**config.mk**
```make
export PLATFORM = sky130hd
export DESIGN_NAME = chain_cost_min
export DESIGN_NICKNAME = d
export VERILOG_FILES = /design/src/rtl/chain_pkg.sv /design/src/rtl/chain_cost_mac.sv /design/src/rtl/chain_cost_min.sv
export SDC_FILE = /design/constraint.sdc
export NUM_CORES = 2
export LEC_CHECK = 0
export ABC_AREA = 1
export CORE_MARGIN = 2
export CORE_UTILIZATION = 60
export CTS_BUF_LIST = sky130_fd_sc_hd__clkbuf_8
export CTS_CLUSTER_SIZE = 24
export DETAILED_ROUTE_END_ITERATION = 10
export PLACE_DENSITY_LB_ADDON = 0.12
export SLEW_MARGIN = 40
export SYNTH_ARGS = -nofsm -noshare
export SYNTH_HDL_FRONTEND = slang
export SYNTH_SLANG_ARGS = --single-unit
```
**constraint.sdc**
```tcl
create_clock -name clk -period 13.9 [get_ports clk]
set_clock_uncertainty 0.05 [all_clocks]
set_input_delay 2.085 -clock clk [delete_from_list [all_inputs] [get_ports clk]]
set_output_delay 2.085 -clock clk [all_outputs]
set_load 0.03 [all_outputs]
```
**src/rtl/chain_pkg.sv**
```systemverilog
`default_nettype none
// ============================================================================
// Module      : chain_pkg
// Description : Shared definitions for the matrix-chain cost minimiser.
//               Holds the width defaults, the cost saturation constant and
//               the per-stage control payload carried down the pipeline.
// Revision    : 1.0 - initial release
// ============================================================================
package chain_pkg;

  localparam int unsigned C_IDX_W_DEF  = 8;
  localparam int unsigned C_DIM_W_DEF  = 16;
  localparam int unsigned C_COST_W_DEF = 32;

  // Saturated cost is all-ones; users replicate bit 0 to any COST_W.
  localparam logic [C_COST_W_DEF-1:0] C_COST_SAT = '1;

  // Control bits that travel alongside each tuple through S1 and S2.
  typedef struct packed {
    logic vld;   // stage holds a live tuple
    logic last;  // tuple closes its (i, j) group
    logic diag;  // i == j, candidate is forced to zero
  } stage_ctl_t;

endpackage
`default_nettype wire

```
**src/rtl/chain_cost_mac.sv**
```systemverilog
`default_nettype none
// ============================================================================
// Module      : chain_cost_mac
// Description : S2 arithmetic of the chain cost pipeline. Registers the full
//               width product p[i]*p[k+1]*p[j+1] and the partial sum
//               m[i][k]+m[k+1][j], then presents the saturated candidate
//               combinationally for the S3 compare.
// Revision    : 1.0 - initial release
// Ports       : clk, rst    - clock, synchronous active-high reset
//               i_en        - pipeline advance (low freezes the registers)
//               i_ma, i_mb  - cost read data for the tuple in S1
//               i_p0..i_p2  - dimension read data for the tuple in S1
//               i_zero      - diagonal flag of the tuple now in S2
//               o_cand      - saturated candidate of the tuple in S2
// ============================================================================
module chain_cost_mac
  import chain_pkg::*;
#(
  parameter int DIM_W  = C_DIM_W_DEF,
  parameter int COST_W = C_COST_W_DEF
) (
  input  logic              clk,
  input  logic              rst,
  input  logic              i_en,
  input  logic [COST_W-1:0] i_ma,
  input  logic [COST_W-1:0] i_mb,
  input  logic [DIM_W-1:0]  i_p0,
  input  logic [DIM_W-1:0]  i_p1,
  input  logic [DIM_W-1:0]  i_p2,
  input  logic              i_zero,
  output logic [COST_W-1:0] o_cand
);

  localparam int C_PW = 3 * DIM_W;
  localparam int C_SW = COST_W + 2;
  // Compare width large enough to hold both the product and a cost.
  localparam int C_EW = (C_PW > COST_W) ? C_PW : COST_W;
  localparam logic [COST_W-1:0] C_SAT = {COST_W{C_COST_SAT[0]}};

  logic [C_PW-1:0] r_prod;
  logic [C_SW-1:0] r_part;
  logic [C_PW-1:0] w_prod;
  logic [C_EW-1:0] w_prod_e;
  logic            w_prod_big;
  logic [C_SW-1:0] w_sum;

  assign w_prod = C_PW'(i_p0) * C_PW'(i_p1) * C_PW'(i_p2);

  always_ff @(posedge clk) begin
    if (rst) begin
      r_prod <= '0;
      r_part <= '0;
    end else if (i_en) begin
      r_prod <= w_prod;
      r_part <= C_SW'(i_ma) + C_SW'(i_mb);
    end
  end

  // A product above the cost range saturates on its own; otherwise only its
  // low COST_W bits can contribute and the COST_W+2 bit sum cannot wrap.
  assign w_prod_e   = C_EW'(r_prod);
  assign w_prod_big = (w_prod_e > C_EW'(C_SAT));
  assign w_sum      = r_part + C_SW'(w_prod_e[COST_W-1:0]);

  always_comb begin
    o_cand = w_sum[COST_W-1:0];
    if (i_zero) begin
      o_cand = '0;
    end else if (w_prod_big || (w_sum > C_SW'(C_SAT))) begin
      o_cand = C_SAT;
    end
  end

endmodule
`default_nettype wire

```
**src/rtl/chain_cost_min.sv**
```systemverilog
`default_nettype none
// ============================================================================
// Module      : chain_cost_min
// Description : Three-stage pipeline that forms the matrix-chain split cost
//               m[i][k] + m[k+1][j] + p[i]*p[k+1]*p[j+1] for every accepted
//               (i, j, k) tuple, keeps the running minimum per (i, j) group
//               and emits m[i][j] with its argmin on the last k.
//               Optional feature macro: SPLIT_TRACK_EN (argmin tracking;
//               without it wr_split is tied to zero).
// Revision    : 1.0 - initial release
// Ports       : clk, reset           - clock, synchronous active-high reset
//               ir, jr, kr, last_k   - tuple from the index iterator
//               idx_valid/idx_ready  - tuple handshake
//               ma_*, mb_*, p_*      - cost/dimension table reads (1 cycle)
//               wr_valid/wr_ready    - result handshake
//               wr_i, wr_j, wr_cost, wr_split - result payload
// ============================================================================
module chain_cost_min
  import chain_pkg::*;
#(
  parameter int IDX_W  = C_IDX_W_DEF,
  parameter int DIM_W  = C_DIM_W_DEF,
  parameter int COST_W = C_COST_W_DEF
) (
  input  logic              clk,
  input  logic              reset,
  input  logic [IDX_W-1:0]  ir,
  input  logic [IDX_W-1:0]  jr,
  input  logic [IDX_W-1:0]  kr,
  input  logic              last_k,
  input  logic              idx_valid,
  output logic              idx_ready,
  output logic [IDX_W-1:0]  ma_addr_i,
  output logic [IDX_W-1:0]  ma_addr_j,
  output logic [IDX_W-1:0]  mb_addr_i,
  output logic [IDX_W-1:0]  mb_addr_j,
  input  logic [COST_W-1:0] ma_data,
  input  logic [COST_W-1:0] mb_data,
  output logic [IDX_W-1:0]  p_addr0,
  output logic [IDX_W-1:0]  p_addr1,
  output logic [IDX_W-1:0]  p_addr2,
  input  logic [DIM_W-1:0]  p_data0,
  input  logic [DIM_W-1:0]  p_data1,
  input  logic [DIM_W-1:0]  p_data2,
  output logic              wr_valid,
  input  logic              wr_ready,
  output logic [IDX_W-1:0]  wr_i,
  output logic [IDX_W-1:0]  wr_j,
  output logic [COST_W-1:0] wr_cost,
  output logic [IDX_W-1:0]  wr_split
);

  logic              w_adv;
  logic              w_accept;
  logic [IDX_W-1:0]  w_ai, w_aj, w_ak;
  logic [COST_W-1:0] w_cand;
  logic              w_take;
  logic [COST_W-1:0] w_new_min;

  stage_ctl_t        r_s1, r_s2;
  logic [IDX_W-1:0]  r_s1_i, r_s1_j, r_s1_k;
  logic [IDX_W-1:0]  r_s2_i, r_s2_j;
  logic [COST_W-1:0] r_min;
  logic              r_in_group;
  logic              r_wr_valid;
  logic [IDX_W-1:0]  r_wr_i, r_wr_j;
  logic [COST_W-1:0] r_wr_cost;

  // A pending result that is not being taken freezes every stage.
  assign w_adv     = !(r_wr_valid && !wr_ready);
  assign idx_ready = w_adv && !reset;
  assign w_accept  = idx_valid && idx_ready;

  // While frozen, keep re-reading the tables for the tuple parked in S1 so
  // its read data is still on the buses in the cycle the pipeline resumes.
  assign w_ai = w_adv ? ir : r_s1_i;
  assign w_aj = w_adv ? jr : r_s1_j;
  assign w_ak = w_adv ? kr : r_s1_k;

  assign ma_addr_i = w_ai;
  assign ma_addr_j = w_ak;
  assign mb_addr_i = w_ak + IDX_W'(1);
  assign mb_addr_j = w_aj;
  assign p_addr0   = w_ai;
  assign p_addr1   = w_ak + IDX_W'(1);
  assign p_addr2   = w_aj + IDX_W'(1);

  // S1: tuple metadata, aligned with the table read data.
  always_ff @(posedge clk) begin
    if (reset) begin
      r_s1   <= '0;
      r_s1_i <= '0;
      r_s1_j <= '0;
      r_s1_k <= '0;
    end else if (w_adv) begin
      r_s1.vld  <= w_accept;
      r_s1.last <= last_k;
      r_s1.diag <= (ir == jr);
      r_s1_i    <= ir;
      r_s1_j    <= jr;
      r_s1_k    <= kr;
    end
  end

  // S2: metadata alongside the registered product / partial sum.
  always_ff @(posedge clk) begin
    if (reset) begin
      r_s2   <= '0;
      r_s2_i <= '0;
      r_s2_j <= '0;
    end else if (w_adv) begin
      r_s2   <= r_s1;
      r_s2_i <= r_s1_i;
      r_s2_j <= r_s1_j;
    end
  end

  chain_cost_mac #(
    .DIM_W  (DIM_W),
    .COST_W (COST_W)
  ) u_mac (
    .clk    (clk),
    .rst    (reset),
    .i_en   (w_adv),
    .i_ma   (ma_data),
    .i_mb   (mb_data),
    .i_p0   (p_data0),
    .i_p1   (p_data1),
    .i_p2   (p_data2),
    .i_zero (r_s2.diag),
    .o_cand (w_cand)
  );

  // S3: first tuple of a group loads, later ones replace only when strictly
  // smaller so the earliest k wins ties.
  always_comb begin
    w_take    = !r_in_group || (w_cand < r_min);
    w_new_min = w_take ? w_cand : r_min;
  end

  always_ff @(posedge clk) begin
    if (reset) begin
      r_min      <= '0;
      r_in_group <= 1'b0;
      r_wr_valid <= 1'b0;
      r_wr_i     <= '0;
      r_wr_j     <= '0;
      r_wr_cost  <= '0;
    end else if (w_adv) begin
      r_wr_valid <= r_s2.vld && r_s2.last;
      if (r_s2.vld) begin
        r_min      <= w_new_min;
        r_in_group <= !r_s2.last;
        if (r_s2.last) begin
          r_wr_i    <= r_s2_i;
          r_wr_j    <= r_s2_j;
          r_wr_cost <= w_new_min;
        end
      end
    end
  end

`ifdef SPLIT_TRACK_EN
  logic [IDX_W-1:0] r_s2_k;
  logic [IDX_W-1:0] r_arg;
  logic [IDX_W-1:0] r_wr_split;
  logic [IDX_W-1:0] w_new_arg;

  assign w_new_arg = w_take ? r_s2_k : r_arg;

  always_ff @(posedge clk) begin
    if (reset) begin
      r_s2_k     <= '0;
      r_arg      <= '0;
      r_wr_split <= '0;
    end else if (w_adv) begin
      r_s2_k <= r_s1_k;
      if (r_s2.vld) begin
        r_arg <= w_new_arg;
        if (r_s2.last) begin
          r_wr_split <= w_new_arg;
        end
      end
    end
  end

  assign wr_split = r_wr_split;
`else
  assign wr_split = '0;
`endif

  assign wr_valid = r_wr_valid;
  assign wr_i     = r_wr_i;
  assign wr_j     = r_wr_j;
  assign wr_cost  = r_wr_cost;

endmodule
`default_nettype wire
```
==> metrics <==
Top FF cell, synth dfxtp_1; startpoint class of the critical path input pin; Crit path arrival time 13.64 ns; total CTS buffers 35; largest net degree at the start of global routing 84; nets@finish 6268; post-synthesis sequential area ratio 0.112; synth top area cells fa_1 (33%), nand2_1 (12%), inv_1 (12%); vias per inst 5.33; layout cell share with drive strength beyond 1 0.0619; Crit path largest cell delay 0.56 ns; Slew HR 0.430; post-route ant nets 0; mean area per synthesized cell 7.44 um2; worst-margin pin slew 0.854 ns; Max clock buf depth 3; Via Count 31994; Cell variety after synth 57; crit end category flip-flop; CORE AREA 61500 um2; Worst path slowest cell fa_1; warnings from Yosys 0; most numerous cell in the Yosys netlist nand2_1; outcome complete, no violations; number of flops mapped to enable cells by yosys 0; DP Wirelength 83300 um; WL/cell 17.1 um; first-pass GRT wire length 169000 um; initial DRC count 2806; vias in the first global route 31945; DR DRC count 0; Placer Congestion 0.955; Die X 253 um; Die ar. 64000 um2; Sum Neg Setup Slack 0 ns; synthesis-to-finish area growth 11.6%; total gr overflow 0; PortBufs 246; Worst Hold Class flip-flop to flip-flop; clk slew on worst S/H paths 0.07 ns; flops & latches, synth 209; final wirelength 103000 um; Final Hold Fails 0; part of the cycle the worst path needs 0.952; CTS tree built; cell at the root of the clock tree clkbuf_8; commonest cells in the netlist nand2_1 (1233), inv_1 (1141), fa_1 (614), ha_1 (321), nor2_1 (316); initial core utilization 0.605; fin crit period 13.23 ns; number of setup violations in the final report 0; CTS H-tree lvls 2; max_cap viols 0; Boundary Pins 255; crit-path max FO 12; Clock Sinks 209; Gate Count Post-Synth 4999; Post-synth ARST share 0; Top delay family on crit path adder cells; die height 253 um; insertion delay to the later sink of the worst-skew pair 0.56 ns; initial antenna violation count 1; Total GRT Usage 0.332; Synth Cell Area 37200 um2; drt pass-1 iters 6; post-synth top area share 0.330; Yosys top cell by area fa_1; Bufs and invs on worst path 16; Setup CP Type input pin to flip-flop; fin. max-slew vios 0; hold slack final 0.397 ns; required time of the critical path 14.31 ns; max frequency 0.0756 GHz; cell row count 91
==> final cells by class <==
| class | instances | area (um2) |
|---|---|---|
| well taps | 790 | 988 |
| diodes | 1 | 2.50 |
| inverters | 1158 | 4350 |
| repair buffers | 381 | 3550 |
| fillers | 5420 | 20000 |
| flip-flops and latches | 209 | 4180 |
| clock buffers | 41 | 564 |
| clock inverters | 18 | 126 |
| multi-input cells | 3407 | 27800 |
==> per-layer routing <==
metal | wire, um | part of all wire | track usage
met5 | 41 | 0.00040 | 0.00541
met4 | 2050 | 0.020 | 0.0614
met3 | 10500 | 0.10 | 0.0821
met2 | 44800 | 0.44 | 0.503
met1 | 45300 | 0.44 | 0.486
==> per-stage QoR <==
stage	cell area [um2]	setup WS, ns	utilization	cells
final	41500	0.673	0.675	6005
after global routing	41500	-0.00354	0.675	6005
after CTS	41500	0.464	0.674	6000
after detailed placement	40800	-0.0701	0.663	5941
after global placement	40700	0.0649	0.663	5939
after floorplan	37200	1.14	-	5006
==> cells by family (layout without fill, tap and decap cells) <==
group                      Yosys count  after routing  share of synthesized area
and+or+nand+nor                   1825           1825                      0.198
buffers and inverters             1390           1598                      0.144
adders and majority gates          935            935                      0.438
AOI/OAI and AO/OA                  531            531                     0.0814
DFF                                209            209                      0.112
xor gates and xnor gates           108            108                     0.0258
other                                1              9                   0.000101
==> tightest hold or removal path: stages, from the launching register on <==
cell and delay [ns]:
dfxtp_1 0.31, nand2_1 0.06, nand2_1 0.04
==> worst paths after layout <==
path	end	start	slack [ns]	cells after the start
setup / recovery	u_mac.r_prod[43]	p_data0[9]	0.67	47
hold / removal	wr_cost[4]	wr_cost[4]	0.40	2
setup reg to reg	wr_cost[18]	u_mac.r_part[0]	8.41	32
hold reg to reg	wr_cost[4]	wr_cost[4]	0.40	2
==> registers in the layout, indices dropped and copies added, names as in the netlist <==
signal / cells
r_s2: 3
r_s1_j: 8
wr_valid: 1
r_s1: 3
wr_cost: 32
r_s1_i: 8
r_s2_i: 8
u_mac.r_prod: 48
wr_j: 8
r_in_group: 1
r_s2_j: 8
u_mac.r_part: 33
r_min: 32
r_s1_k: 8
wr_i: 8
==> cells in the final DEF, fill, tap and decap left out, types with 32 or more instances in the layout <==
cell,synthesis,layout
dfxtp_1,209,209
buf_4,25,126
inv_1,1141,1144
xor2_1,69,69
o21ai_0,162,162
clkdlybuf4s50_1,0,244
or2_2,84,84
a31oi_1,32,32
nand2_1,1233,1232
nor2_1,316,312
ha_1,321,321
a21oi_1,215,214
clkbuf_8,0,41
nand3_1,128,128
fa_1,614,614
xnor2_1,37,36
==> what timing repair did <==
action,in CTS,in global routing
gates resized for setup,0,5
setup endpoints to repair,0,9
hold buffers,0,0
setup buffers,0,4
Power is left out: the tool's default activity adds up to more than one toggle a clock period on the data nets, which glitch-free logic cannot reach.
